### src/rtl/uart_pkg.sv
// uart_pkg: types and constants shared by the UART transmitter, its FIFO and
// the future receiver.
package uart_pkg;

  typedef enum logic [1:0] {
    PAR_NONE = 2'd0,
    PAR_EVEN = 2'd1,
    PAR_ODD  = 2'd2
  } parity_t;

  typedef enum logic [2:0] {
    IDLE,
    START,
    DATA,
    PAR,
    STOP
  } tx_state_t;

  localparam logic UART_IDLE_LEVEL = 1'b1;

endpackage

### src/rtl/uart_sync_fifo.sv
// uart_sync_fifo: single-clock FIFO with show-ahead read data.
// Ports: clk, rst (sync, active-high), wr_en/wr_data (push, ignored when full),
// rd_en/rd_data (pop, ignored when empty; rd_data is the head entry),
// full, empty, count (entries held).
module uart_sync_fifo
  import uart_pkg::*;
#(
  parameter int WIDTH = 8,
  parameter int DEPTH = 4,
  parameter int CNT_W = $clog2(DEPTH + 1)
) (
  input  logic             clk,
  input  logic             rst,
  input  logic             wr_en,
  input  logic [WIDTH-1:0] wr_data,
  input  logic             rd_en,
  output logic [WIDTH-1:0] rd_data,
  output logic             full,
  output logic             empty,
  output logic [CNT_W-1:0] count
);

  localparam int AW = $clog2(DEPTH);

  logic [WIDTH-1:0] mem [DEPTH];
  logic [AW-1:0]    wr_ptr;
  logic [AW-1:0]    rd_ptr;
  logic             push;
  logic             pop;

  assign full    = (count == CNT_W'(DEPTH));
  assign empty   = (count == '0);
  assign push    = wr_en && !full;
  assign pop     = rd_en && !empty;
  assign rd_data = mem[rd_ptr];

  // Pointers wrap naturally because DEPTH is a power of two.
  always_ff @(posedge clk) begin
    if (rst) begin
      wr_ptr <= '0;
      rd_ptr <= '0;
      count  <= '0;
    end else begin
      if (push) wr_ptr <= wr_ptr + AW'(1);
      if (pop)  rd_ptr <= rd_ptr + AW'(1);
      case ({push, pop})
        2'b10:   count <= count + CNT_W'(1);
        2'b01:   count <= count - CNT_W'(1);
        default: count <= count;
      endcase
    end
  end

  always_ff @(posedge clk) begin
    if (push) mem[wr_ptr] <= wr_data;
  end

endmodule

### src/rtl/uart_tx_stream.sv
// uart_tx_stream: FIFO-buffered UART transmitter, LSB first, timed by an
// external baud_tick strobe (one pulse per bit period).
// Ports: clk, rst (sync, active-high), baud_tick, in_data/in_valid/in_ready
// (push handshake into the FIFO), tx (registered serial line, idle high),
// busy (frame in progress or words buffered), fifo_count (words buffered).
module uart_tx_stream
  import uart_pkg::*;
#(
  parameter int DATA_W     = 8,
  parameter int PARITY     = 0,
  parameter int STOP_BITS  = 1,
  parameter int FIFO_DEPTH = 4,
  parameter int CNT_W      = $clog2(FIFO_DEPTH + 1)
) (
  input  logic              clk,
  input  logic              rst,
  input  logic              baud_tick,
  input  logic [DATA_W-1:0] in_data,
  input  logic              in_valid,
  output logic              in_ready,
  output logic              tx,
  output logic              busy,
  output logic [CNT_W-1:0]  fifo_count
);

  localparam int                BC_W      = $clog2(DATA_W);
  localparam logic [BC_W-1:0]   BIT_LAST  = BC_W'(DATA_W - 1);
  localparam logic              STOP_LAST = (STOP_BITS == 2);
  localparam parity_t           PAR_MODE  = parity_t'(2'(PARITY));

  function automatic logic parity_of(input logic [DATA_W-1:0] w);
    return (PAR_MODE == PAR_ODD) ? ~(^w) : ^w;
  endfunction

  tx_state_t         state, state_n;
  logic [DATA_W-1:0] shift, shift_n;
  logic [BC_W-1:0]   bit_cnt, bit_cnt_n;
  logic              stop_cnt, stop_cnt_n;
  logic              par_bit, par_n;
  logic              tx_n;
  logic              pop;
  logic              fifo_full;
  logic              fifo_empty;
  logic [DATA_W-1:0] fifo_head;

  uart_sync_fifo #(
    .WIDTH (DATA_W),
    .DEPTH (FIFO_DEPTH),
    .CNT_W (CNT_W)
  ) u_fifo (
    .clk     (clk),
    .rst     (rst),
    .wr_en   (in_valid),
    .wr_data (in_data),
    .rd_en   (pop),
    .rd_data (fifo_head),
    .full    (fifo_full),
    .empty   (fifo_empty),
    .count   (fifo_count)
  );

  assign in_ready = !fifo_full;
  assign busy     = (state != IDLE) || !fifo_empty;

  always_comb begin
    state_n    = state;
    shift_n    = shift;
    bit_cnt_n  = bit_cnt;
    stop_cnt_n = stop_cnt;
    par_n      = par_bit;
    tx_n       = tx;
    pop        = 1'b0;
    if (baud_tick) begin
      case (state)
        IDLE: begin
          tx_n = UART_IDLE_LEVEL;
          if (!fifo_empty) begin
            pop     = 1'b1;
            shift_n = fifo_head;
            par_n   = parity_of(fifo_head);
            tx_n    = 1'b0;
            state_n = START;
          end
        end
        START: begin
          tx_n      = shift[0];
          shift_n   = {1'b0, shift[DATA_W-1:1]};
          bit_cnt_n = '0;
          state_n   = DATA;
        end
        DATA: begin
          if (bit_cnt < BIT_LAST) begin
            tx_n      = shift[0];
            shift_n   = {1'b0, shift[DATA_W-1:1]};
            bit_cnt_n = bit_cnt + BC_W'(1);
          end else if (PAR_MODE != PAR_NONE) begin
            tx_n    = par_bit;
            state_n = PAR;
          end else begin
            tx_n       = UART_IDLE_LEVEL;
            stop_cnt_n = 1'b0;
            state_n    = STOP;
          end
        end
        PAR: begin
          tx_n       = UART_IDLE_LEVEL;
          stop_cnt_n = 1'b0;
          state_n    = STOP;
        end
        STOP: begin
          tx_n = UART_IDLE_LEVEL;
          if (stop_cnt < STOP_LAST) begin
            stop_cnt_n = 1'b1;
          end else if (!fifo_empty) begin
            // Next frame starts on this very tick: no idle gap.
            pop     = 1'b1;
            shift_n = fifo_head;
            par_n   = parity_of(fifo_head);
            tx_n    = 1'b0;
            state_n = START;
          end else begin
            state_n = IDLE;
          end
        end
        default: begin
          tx_n    = UART_IDLE_LEVEL;
          state_n = IDLE;
        end
      endcase
    end
  end

  always_ff @(posedge clk) begin
    if (rst) begin
      state    <= IDLE;
      tx       <= UART_IDLE_LEVEL;
      bit_cnt  <= '0;
      stop_cnt <= 1'b0;
    end else begin
      state    <= state_n;
      tx       <= tx_n;
      bit_cnt  <= bit_cnt_n;
      stop_cnt <= stop_cnt_n;
    end
  end

  always_ff @(posedge clk) begin
    shift   <= shift_n;
    par_bit <= par_n;
  end

endmodule

### config.mk
export PLATFORM = sky130hd
export DESIGN_NAME = uart_tx_stream
export DESIGN_NICKNAME = d
export VERILOG_FILES = /design/src/rtl/uart_pkg.sv /design/src/rtl/uart_sync_fifo.sv /design/src/rtl/uart_tx_stream.sv
export SDC_FILE = /design/constraint.sdc
export NUM_CORES = 1
export LEC_CHECK = 0
export BUFFER_PORTS_ARGS = -buffer_cell sky130_fd_sc_hd__buf_2
export CORE_MARGIN = 4
export CORE_UTILIZATION = 50
export CTS_BUF_LIST = sky130_fd_sc_hd__clkbuf_16
export CTS_CLUSTER_DIAMETER = 40
export DETAILED_ROUTE_END_ITERATION = 10
export PLACE_DENSITY = 0.79
export SETUP_SLACK_MARGIN = 0.02
export SKIP_LAST_GASP = 1
export SLEW_MARGIN = 15
export SYNTH_ARGS = -nofsm -noshare
export SYNTH_HDL_FRONTEND = slang
export SYNTH_SLANG_ARGS = --single-unit
export TNS_END_PERCENT = 100
### constraint.sdc
create_clock -name clk -period 2.8 [get_ports clk]
set_input_delay 0.42 -clock clk [delete_from_list [all_inputs] [get_ports clk]]
set_output_delay 0.42 -clock clk [all_outputs]
set_load 0.01 [all_outputs]
==> metrics.md, run 1 <==
| Metric | Value |
|---|---|
| Outcome | completed |
| Accumulated negative setup slack | 0 ps |
| Buffer depth of the longest clock path | 2 |
| TritonCTS clock tree | built |
| Number of design-rule violations left by the first detailed-router iteration | 93 |
| Synthesized flop and latch total | 56 |
| Period minus WS final | around 2400 ps |
| Cell-by-cell listing of the critical path | or3b_1, nand2_1, ha_1, inv_1, fa_1, xor2_1, or3_1, a21oi_1 |
| Total Wirelength | 3870 um |
| Tcrit/Tclk final | 84.7% |
| Final design area excluding fillers | roughly 2700 um2 |
| Endpoint kind of the worst setup timing path | register |
| Area growth from synthesis to final layout | 10.7% |
| Initial standard-cell utilization of the core | 53.2% |
| Die ar. | 5970 um2 |
| CP Max Fanout | 10 |
| Boundary pin count | 18 |
| Post-Place Worst Slack | 461 ps |
| Total power | 2.38 mW |
| Overall global routing resource usage | 14.7% |
| Sinks on Clock Net | 56 |
| Number of buffers inserted during clock tree synthesis | 5 |
| Cell count after placement | about 230 |
| Cell area after placement | 2500 um2 |
| Proportion of layout cells with a drive suffix above 1 | 26.0% |
| Maximum number of pins on one net before global-route repair | 20 |
| Power dissipated by switching net loads | 0.681 mW |
| Max Freq | 0.422 GHz |
| P_leak | 0.947 nW |
| Areal power density over the cells | 898 nW/um2 |
| Stage delay of the slowest cell on the critical path | 500 ps |
| CTS HTree Levels | 2 |
| Count of mapped cells out of synthesis | 165 |
| Initial antenna violation count | 0 |
| Max Cap Viol | 0 |
| Number of nets with antenna violations after detailed routing | 0 |
| Insertion delay of the later-clocked pin in the worst-skew pair | approximately 300 ps |
| Net switching share of the total power | approximately 29% |
| Endpoint required time on the critical path | 3020 ps |
| Routed wire length per instance | 16.6 um |
| Sequential area share after synthesis | 63.5% |
| Mapped Area | 2400 um2 |
| Wire length of the first global-routing pass | 6630 um |
| Library cell contributing the largest single delay on the critical path | sky130_fd_sc_hd__or3b_1 |
| Internal power | roughly 1.7 mW |
| Fin cells | 233 |
| Width of the die | roughly 77 um |
| Vias per cell | 5.70 |
| Number of filler instances in the final layout | 343 |
| Max Transition Viols Final | 0 |
| Cell variety after synth | 38 |
| Total of warnings raised by yosys | 0 |
| Synthesized area per cell | 14.5 um2 |
| Setup fix buffers added after clock tree synthesis | 0 |
| Vertical extent of the die | 77.2 um |
| Syn_nets | around 180 |
| Arrival time at the worst endpoint | 2590 ps |
| Combinational group share of total power | 24.5% |
| Setup repair after global routing missed its margin | false |
| Core ar. | 4500 um2 |
| Final weighted congestion in routability-driven placement | between 0.7 and 0.8 |
| Number of gates given a new drive strength after cts | 0 |
| Combined buffer and inverter count along the critical path | 1 |
| Via count of the first global-routing pass | 1371 |
| Hold_buf cts | 0 |
| Endpoints failing hold | 0 |
| Final worst-path setup slack | 429 ps |
| Crit Path Class | register to register |
| Worst vdd rail ir drop | 0.610 mV |
| Number of DRC violations after detailed routing | 0 |
| Worst rel slew slack | 57.8% |
| Post-detail-place hpwl | 2790 um |
| Clock skew after layout | 7.83 ps |
| Portion of total power attributed to sequential cells | approximately half |
| Crit path launch type | register |
| Clock tree root driver cell | sky130_fd_sc_hd__clkbuf_16 |
| Port Buf Inserts | 17 |
| Number of cell rows | 24 |
| Clock edge transition at the registers on the reported setup and hold paths | 70 ps |
| Grt total ovfl | 0 |
| Finish-stage setup viols | 0 |
| Vias after detailed routing | 1329 |
| Tightest Hold Check Type | input pin to register |
| First-pass iteration count of the detailed router | 4 |
| Antenna diode count | 0 |
| Layout Nets | roughly 200 |
| Clk network pwr share | about a quarter |
| Slew at the pin with the worst max-slew slack | about 630 ps |
| Family with the most delay on the worst path | simple AND/OR/NAND/NOR gates |
[power by group through the flow]
stage	Combinational [mW]	Clock (mW)	Sequential, mW
3_3_place_gp	0.561	0	1.18
2_1_floorplan	0.500	0	1.13
6_report	0.585	0.628	1.17
5_1_grt	0.648	0.672	1.19
4_1_cts	0.593	0.636	1.17
3_5_place_dp	0.589	0	1.19
[synth_stat cells]
cell,instances,share of area [%]
sky130_fd_sc_hd__dfxtp_1,16,13
sky130_fd_sc_hd__a22oi_2,1,0.52
sky130_fd_sc_hd__or3b_1,2,0.73
sky130_fd_sc_hd__buf_2,5,1.0
sky130_fd_sc_hd__or3_1,2,0.52
sky130_fd_sc_hd__nand2_1,5,0.78
sky130_fd_sc_hd__o2111ai_1,1,0.37
sky130_fd_sc_hd__nand4_1,2,0.52
sky130_fd_sc_hd__mux2_2,8,3.8
sky130_fd_sc_hd__fa_1,1,0.84
sky130_fd_sc_hd__nor2b_1,1,0.26
sky130_fd_sc_hd__a31o_2,1,0.37
sky130_fd_sc_hd__nor4bb_1,1,0.42
sky130_fd_sc_hd__mux2i_1,1,0.42
sky130_fd_sc_hd__nand2b_1,1,0.26
sky130_fd_sc_hd__or4_4,1,0.47
sky130_fd_sc_hd__xor2_1,2,0.73
sky130_fd_sc_hd__or4bb_1,1,0.47
sky130_fd_sc_hd__edfxtp_1,40,50
sky130_fd_sc_hd__a21oi_1,11,2.3
sky130_fd_sc_hd__mux4_2,8,7.5
sky130_fd_sc_hd__clkbuf_1,3,0.47
sky130_fd_sc_hd__xnor2_1,1,0.37
sky130_fd_sc_hd__a31oi_1,1,0.26
sky130_fd_sc_hd__and2_1,1,0.26
sky130_fd_sc_hd__nor3b_2,1,0.52
sky130_fd_sc_hd__nand3_1,4,0.84
sky130_fd_sc_hd__inv_1,11,1.7
sky130_fd_sc_hd__nand3b_1,2,0.63
sky130_fd_sc_hd__a2111oi_2,1,0.63
sky130_fd_sc_hd__buf_6,1,0.47
sky130_fd_sc_hd__a221o_1,1,0.42
sky130_fd_sc_hd__o21ai_0,5,1.0
sky130_fd_sc_hd__buf_1,1,0.16
sky130_fd_sc_hd__nor2_1,7,1.1
sky130_fd_sc_hd__and3_1,5,1.3
sky130_fd_sc_hd__ha_1,6,3.1
sky130_fd_sc_hd__a21o_1,3,0.94
[area by class of cell]
class                           instances  area, um2  share of cell area [%]
Multi-Input combinational cell         88        783                    29.5
Timing Repair Buffer                   18       92.6                    3.49
Inverter                               11       41.3                    1.56
Tap cell                               52       65.1                    2.45
Clock inverter                          3       25.0                   0.943
Clock buffer                            5        125                    4.71
Sequential cell                        56       1520                    57.3
[final timing paths]
kind,to,start,slack [ps],depth (start not counted)
max reg2reg,u_fifo.count[2]$_SDFFE_PP0P_,u_fifo.count[2]$_SDFFE_PP0P_,430,8
max,u_fifo.count[2]$_SDFFE_PP0P_,u_fifo.count[2]$_SDFFE_PP0P_,430,8
min reg2reg,tx$_SDFFE_PP1P_,shift[0]$_DFFE_PP_,500,1
min,u_fifo.mem[0][7]$_DFFE_PP_,in_data[7],330,1
[cell families after synthesis]
| group | after synthesis | synth area share (%) |
|---|---|---|
| AOI/OAI and AO/OA | 25 | 6.84 |
| buffers and inverters | 21 | 3.86 |
| DFF | 56 | 63.5 |
| muxes | 17 | 11.7 |
| adders and majority gates | 7 | 3.97 |
| and+or+nand+nor | 36 | 9.08 |
| xor gates and xnor gates | 3 | 1.10 |
[through the flow]
| step | hold WS [ps] | utilization, % |
|---|---|---|
| final | 333 | 58.9 |
| after global routing | 336 | 58.9 |
| after CTS | 327 | 58.9 |
| after detailed placement | 481 | 55.6 |
| after global placement | 463 | 55.6 |
| after floorplan | 448 | - |
[cells in the final DEF (no fill, tap or decap), types with 6 or more instances in the layout]
| cell type | Yosys | routed |
|---|---|---|
| sky130_fd_sc_hd__ha_1 | 6 | 6 |
| sky130_fd_sc_hd__inv_1 | 11 | 11 |
| sky130_fd_sc_hd__edfxtp_1 | 40 | 40 |
| sky130_fd_sc_hd__buf_2 | 5 | 17 |
| sky130_fd_sc_hd__a21oi_1 | 11 | 11 |
| sky130_fd_sc_hd__dfxtp_1 | 16 | 16 |
| sky130_fd_sc_hd__mux4_2 | 8 | 8 |
| sky130_fd_sc_hd__mux2_2 | 8 | 8 |
| sky130_fd_sc_hd__nor2_1 | 7 | 7 |
[registers in the layout (all words and copies together), names as in the netlist, named ones only]
signal / flops
u_fifo.mem: 32
u_fifo.rd_ptr: 2
u_fifo.count: 3
tx: 1
shift: 8
bit_cnt: 3
u_fifo.wr_ptr: 2
state: 3
[layer usage]
| layer | vias to the layer above | part of all wire (%) | track usage (%) |
|---|---|---|---|
| met5 | - | 0 | 0 |
| met1 | 648 | 42 | 17.6 |
| met2 | 29 | 51 | 24.4 |
| met4 | 0 | 2.0 | 6.94 |
| li1 | 647 | - | - |
| met3 | 5 | 5.2 | 4.10 |
No activity file was read; power rests on OpenSTA's default activity.
==> run 2: changes to the inputs <==
Settings changed: PLACE_DENSITY 0.79 to 0.82.
Clock period 2.8 ns to 2.1 ns, I/O delays scaled along.
==> run 2 against run 1 <==
Effect of this change: routed wire length grew 12%; critical path depth stayed put; cell count is 1.7% higher; core utilization rose by 1.9 points; power up 42%; first-iteration DRC count is 20% higher; sequential power up 31%; critical path type unchanged; largest cell class unchanged; highest routed layer unchanged.
==> metrics.md, run 2 (synthesized netlist as in run 1, its figures left out) <==
| Metric | Value |
|---|---|
| Crit Path Class | register to register |
| Worst rel slew slack | 51.8% (-6.1 points) |
| Boundary pin count | 18 (unchanged) |
| Antenna diode count | 0 (unchanged) |
| Outcome | completed |
| Worst setup path start | u_fifo.count[1]$_SDFFE_PP0P_ |
| Max Freq | 0.482 GHz (+14%) |
| Areal power density over the cells | 1240 nW/um2 (+38%) |
| Tightest Hold Check Type | input pin to register |
| Number of design-rule violations left by the first detailed-router iteration | 112 (+20%) |
| Die ar. | 5970 um2 (unchanged) |
| Flip-flop count of the largest register, all copies and words added | 32 (unchanged) |
| Maximum number of pins on one net before global-route repair | 18 (-10%) |
| Clock edge transition at the registers on the reported setup and hold paths | 60 ps (about the same) |
| Vias after detailed routing | 1388 (+4.4%) |
| Max Cap Viol | 0 (unchanged) |
| Grt total ovfl | 0 (unchanged) |
| Via count of the first global-routing pass | 1475 (+7.6%) |
| Proportion of layout cells with a drive suffix above 1 | 32.4% (+6.5 points) |
| Endpoint required time on the critical path | 2310 ps (-710 ps) |
| Cell area after placement | 2570 um2 (+2.5%) |
| Setup repair after global routing missed its margin | true |
| Wire length of the first global-routing pass | 7320 um (+10%) |
| Cell-by-cell listing of the critical path | or3b_4, nand2_4, ha_4, inv_2, fa_2, xor2_1, or3_1, a21oi_2 |
| Tcrit/Tclk final | 98.9% (+14 points) |
| CP Max Fanout | 6 (-4) |
| Slew at the pin with the worst max-slew slack | 721 ps (+90.5 ps) |
| Accumulated negative setup slack | 0 ps (unchanged) |
| Overall global routing resource usage | 16.2% (+1.5 points) |
| Vias per cell | 5.86 (+2.7%) |
| Stage delay of the slowest cell on the critical path | 420 ps (-80 ps) |
| CTS HTree Levels | 2 (unchanged) |
| Family with the most delay on the worst path | simple AND/OR/NAND/NOR gates |
| Clock skew after layout | 4.97 ps (-2.86 ps) |
| Core ar. | 4500 um2 (unchanged) |
| Library cell contributing the largest single delay on the critical path | sky130_fd_sc_hd__or3b_4 |
| Initial standard-cell utilization of the core | 53.2% (unchanged) |
| Total power | 3.39 mW (+42%) |
| Layout Nets | 203 (+2.0%) |
| Number of DRC violations after detailed routing | 0 (unchanged) |
| First-pass iteration count of the detailed router | 4 (unchanged) |
| Crit path launch type | register |
| Largest registers | u_fifo.mem (32), shift (8) |
| Width of the die | 77.2 um (unchanged) |
| TritonCTS clock tree | built |
| Clock tree root driver cell | sky130_fd_sc_hd__clkbuf_16 |
| Final design area excluding fillers | 2740 um2 (+3.3%) |
| Endpoint kind of the worst setup timing path | register |
| Initial antenna violation count | 0 (unchanged) |
| Insertion delay of the later-clocked pin in the worst-skew pair | 290 ps (about the same) |
| Most flops, register | u_fifo.mem |
| Worst vdd rail ir drop | 0.722 mV (+18%) |
| Total Wirelength | 4340 um (+12%) |
| Start of the worst register-to-register path | u_fifo.count[1]$_SDFFE_PP0P_ |
| Routed wire length per instance | 18.3 um (+10%) |
| Port Buf Inserts | 17 (unchanged) |
| Most common cell after layout, fill and taps aside | sky130_fd_sc_hd__edfxtp_1 |
| Sinks on Clock Net | 56 (unchanged) |
| Number of cell rows | 24 (unchanged) |
| Highest-count cells in the layout ignoring fill and taps | sky130_fd_sc_hd__edfxtp_1, sky130_fd_sc_hd__buf_2, sky130_fd_sc_hd__dfxtp_1 |
| Worst hold slack | 241 ps (-91.7 ps) |
| Hold_sp | in_data[5] |
| Arrival time at the worst endpoint | 2290 ps (-300 ps) |
| Buffer depth of the longest clock path | 2 (unchanged) |
| Max Transition Viols Final | 0 (unchanged) |
| Endpoints failing hold | 0 (unchanged) |
| Period minus WS final | 2080 ps (-294 ps) |
| P_leak | 0.983 nW (+3.9%) |
| Area growth from synthesis to final layout | 14.4% |
| Combined buffer and inverter count along the critical path | 1 (unchanged) |
| Number of nets with antenna violations after detailed routing | 0 (unchanged) |
| Post-detail-place hpwl | 3050 um (+9.3%) |
| Core occupancy in the finished layout | 60.9% (+1.9 points) |
| Finish-stage setup viols | 0 (unchanged) |
| Number of buffers inserted during clock tree synthesis | 5 (unchanged) |
| Vertical extent of the die | 77.2 um (unchanged) |
| Hold_buf cts | 0 (unchanged) |
| Final weighted congestion in routability-driven placement | 0.754 (+4.3%) |
## run 2: per-stage QoR
step / setup WS (ps) / instances
after global routing: -33.6 / 237
after CTS: 20.1 / 237
after detailed placement: 11.4 / 229
after global placement: 101 / 229
after floorplan: 31.5 / 165
final: 23.5 / 237
## run 2: per-layer routing
layer	up-vias	GRT usage [%]	share of wire (%)
met5	-	0	0
li1	656	-	-
met3	6	4.68	4.6
met1	694	18.6	39
met2	32	28.6	55
met4	0	5.52	1.3
## run 2: what timing repair did
item | 4_1_cts | 5_1_grt
resized for setup | 2 | 0
gates cloned | 0 | 0
setup endpoints to repair | 1 | 1
buffers inserted | 0 | 0
## run 2: layout make-up
class                           count  area, um2
Timing Repair Buffer               22        123
Multi-Input combinational cell     88        815
Sequential cell                    56       1530
Clock buffer                        5        125
Fill cell                         333       1760
Inverter                           11       41.3
Clock inverter                      3       42.5
Tap cell                           52       65.1
## run 2: worst paths after layout
check	to	slack (ps)	cells past startpoint
max	u_fifo.count[2]$_SDFFE_PP0P_	20	8
min	u_fifo.mem[1][5]$_DFFE_PP_	240	1
max reg2reg	u_fifo.count[2]$_SDFFE_PP0P_	20	8
min reg2reg	bit_cnt[1]$_SDFFE_PP0P_	530	2
## run 2: power breakdown
part / switching (mW) / leakage [nW] / internal, mW
registers: 0.106 / 0.501 / 1.43
logic: 0.474 / 0.401 / 0.466
clock network: 0.359 / 0.0814 / 0.560
total: 0.939 / 0.983 / 2.45
==> run 3: changes to the inputs <==
--- a/config.mk
+++ b/config.mk
@@ -12,4 +12,5 @@
 export CTS_CLUSTER_DIAMETER = 40
 export DETAILED_ROUTE_END_ITERATION = 10
+export MAX_ROUTING_LAYER = met4
 export PLACE_DENSITY = 0.82
 export SETUP_SLACK_MARGIN = 0.02
==> constraint.sdc (replaced) <==
create_clock -name clk -period 2.1 [get_ports clk]
set_input_delay 0.315 -clock clk [delete_from_list [all_inputs] [get_ports clk]]
set_output_delay 0.315 -clock clk [all_outputs]
set_load 0.05 [all_outputs]
==> run 3 against run 2 <==
Effect of this change: global-route usage down 0.11 points; non-clock buffer count is the same; die area unchanged; worst setup slack better by 39 ps; routed wire length down 2.4%; sequential share of layout area rose by 0.38 points; clock skew hardly changed; clock power is 10% lower; power is 1.1% higher; clock-buffer cell count is the same; critical path type unchanged; highest routed layer unchanged.
==> metrics.md, run 3 (synthesized netlist as in run 1, its figures left out) <==
| Metric | Value |
|---|---|
| Overall global routing resource usage | 16.1% (-0.11 points) |
| Worst setup path start | u_fifo.count[1]$_SDFFE_PP0P_ |
| Flip-flop count of the largest register, all copies and words added | 32 (unchanged) |
| Critical path endpoint | u_fifo.count[2]$_SDFFE_PP0P_ |
| Total power | 3.43 mW (+1.1%) |
| Portion of total power attributed to sequential cells | 44.4% (-0.8 points) |
| Grt total ovfl | 0 (unchanged) |
| Via count of the first global-routing pass | 1468 (-0.47%) |
| Final worst-path setup slack | 62.5 ps (+39.1 ps) |
| Buffer depth of the longest clock path | 2 (unchanged) |
| Maximum number of pins on one net before global-route repair | 20 (+2) |
| Max Freq | 0.491 GHz (+1.9%) |
| Accumulated negative setup slack | 0 ps (unchanged) |
| Vias per cell | 5.82 (-0.65%) |
| Number of design-rule violations left by the first detailed-router iteration | 99 (-12%) |
| Max Transition Viols Final | 0 (unchanged) |
| Clock tree root driver cell | sky130_fd_sc_hd__clkbuf_16 |
| Hold_buf cts | 0 (unchanged) |
| Area growth from synthesis to final layout | 13.6% |
| P_leak | 0.972 nW (-1.2%) |
| Final weighted congestion in routability-driven placement | 0.752 (-0.24%) |
| Post-Place Worst Slack | 65.7 ps (+54.3 ps) |
| Endpoints failing hold | 0 (unchanged) |
| Clock edge transition at the registers on the reported setup and hold paths | 70 ps (about the same) |
| Combinational group share of total power | 31.5% (+3.8 points) |
| Routed wire length per instance | 17.9 um (-2.4%) |
| Length in cells of the worst reg-to-reg path | 8 (unchanged) |
| Insertion delay of the later-clocked pin in the worst-skew pair | 290 ps (about the same) |
| Worst vdd rail ir drop | 0.733 mV (+1.5%) |
| Die ar. | 5970 um2 (unchanged) |
| Endpoint required time on the critical path | 2320 ps (about the same) |
| Worst rel slew slack | 69.5% (+18 points) |
| Tightest Hold Check Type | input pin to register |
| Total Wirelength | 4240 um (-2.4%) |
| Port Buf Inserts | 17 (unchanged) |
| Core occupancy in the finished layout | 60.4% (-0.42 points) |
| Clock skew after layout | 4.61 ps (-0.361 ps) |
| Net switching share of the total power | 31.6% (+3.9 points) |
| Finish-stage setup viols | 0 (unchanged) |
| Tcrit/Tclk final | 97.0% (-1.9 points) |
| Vias after detailed routing | 1379 (-0.65%) |
| Core ar. | 4500 um2 (unchanged) |
| CP Max Fanout | 6 (unchanged) |
| Number of cell rows | 24 (unchanged) |
| Slew at the pin with the worst max-slew slack | 458 ps (-263 ps) |
| Max Cap Viol | 0 (unchanged) |
| Setup repair after global routing missed its margin | false |
| Crit Path Class | register to register |
| Worst setup slack for register-to-register paths | 60 ps (+40 ps) |
| Initial standard-cell utilization of the core | 53.2% (unchanged) |
| Number of DRC violations after detailed routing | 0 (unchanged) |
| Most common cell after layout, fill and taps aside | sky130_fd_sc_hd__edfxtp_1 |
| Worst r2r dst | u_fifo.count[2]$_SDFFE_PP0P_ |
| Vertical extent of the die | 77.2 um (unchanged) |
| Period minus WS final | 2040 ps (-39.1 ps) |
| Crit path launch type | register |
| Wire length of the first global-routing pass | 7020 um (-4.1%) |
| Highest-count cells in the layout ignoring fill and taps | sky130_fd_sc_hd__edfxtp_1, sky130_fd_sc_hd__buf_2, sky130_fd_sc_hd__dfxtp_1 |
| Post-detail-place hpwl | 2960 um (-3.0%) |
| Setup fix buffers added after clock tree synthesis | 0 (unchanged) |
| Width of the die | 77.2 um (unchanged) |
| CTS HTree Levels | 2 (unchanged) |
| Layout Nets | 203 (unchanged) |
| Start of the worst register-to-register path | u_fifo.count[1]$_SDFFE_PP0P_ |
| Sinks on Clock Net | 56 (unchanged) |
| Number of buffers inserted during clock tree synthesis | 5 (unchanged) |
| Proportion of layout cells with a drive suffix above 1 | 31.9% (-0.54 points) |
| Endpoint kind of the worst setup timing path | register |
| First-pass iteration count of the detailed router | 4 (unchanged) |
| Areal power density over the cells | 1260 nW/um2 (+1.8%) |
| Initial antenna violation count | 0 (unchanged) |
| Number of nets with antenna violations after detailed routing | 0 (unchanged) |
| Largest registers | u_fifo.mem (32), shift (8) |
| Number of gates given a new drive strength after cts | 0 (-2) |
| Clk network pwr share | 24.1% (-3.0 points) |
| Antenna diode count | 0 (unchanged) |
| Boundary pin count | 18 (unchanged) |
| Most flops, register | u_fifo.mem |
| Arrival time at the worst endpoint | 2250 ps (-40 ps) |
| Outcome | completed |
| Internal power | 2.35 mW (-4.4%) |
| Power dissipated by switching net loads | 1.08 mW (+15%) |
| TritonCTS clock tree | built |
run 3: through the flow:
step	instance area (um2)	hold slack [ps]	instances
after floorplan	2450	414	165
after global placement	2570	464	229
after detailed placement	2570	463	229
after CTS	2720	224	237
after global routing	2720	224	237
final	2720	233	237
run 3: metal layers:
layer	part of all wire, %	vias up	wire [um]	GRT usage (%)
met5	0	-	0	-
met4	1.8	0	75	8.01
met3	5.0	7	211	4.68
met2	54	28	2280	27.5
met1	39	688	1680	16.8
li1	-	656	-	-
run 3: area by class of cell:
| class | instances | area, um2 |
|---|---|---|
| Inverter | 11 | 41.3 |
| Sequential cell | 56 | 1530 |
| Multi-Input combinational cell | 88 | 813 |
| Timing Repair Buffer | 22 | 123 |
| Clock inverter | 3 | 25.0 |
| Fill cell | 340 | 1780 |
| Clock buffer | 5 | 125 |
| Tap cell | 52 | 65.1 |
run 3: power by group through the flow:
stage	Combinational (mW)	Sequential, mW	Clock [mW]
2_1_floorplan	0.780	1.59	0
6_report	1.08	1.52	0.827
5_1_grt	1.17	1.55	0.902
4_1_cts	1.07	1.52	0.851
3_5_place_dp	1.06	1.55	0
3_3_place_gp	1.01	1.53	0
run 3: critical path, cell delays in order (launching register included):
cell,delay (ps)
sky130_fd_sc_hd__dfxtp_2,350
sky130_fd_sc_hd__or3b_4,420
sky130_fd_sc_hd__nand2_4,90
sky130_fd_sc_hd__ha_4,130
sky130_fd_sc_hd__inv_1,50
sky130_fd_sc_hd__fa_2,330
sky130_fd_sc_hd__xor2_1,160
sky130_fd_sc_hd__or3_1,310
sky130_fd_sc_hd__a21oi_1,130
run 3: worst min path at each step:
stage | start | end | slack (ps) | depth (start not counted)
2_1_floorplan | in_data[0] | u_fifo.mem[0][0]$_DFFE_PP_ | 410 | 0
3_3_place_gp | shift[0]$_DFFE_PP_ | tx$_SDFFE_PP1P_ | 460 | 1
3_5_place_dp | shift[0]$_DFFE_PP_ | tx$_SDFFE_PP1P_ | 460 | 1
4_1_cts | in_data[1] | u_fifo.mem[2][1]$_DFFE_PP_ | 220 | 1
5_1_grt | in_data[1] | u_fifo.mem[2][1]$_DFFE_PP_ | 220 | 1
6_report | in_data[1] | u_fifo.mem[2][1]$_DFFE_PP_ | 230 | 1
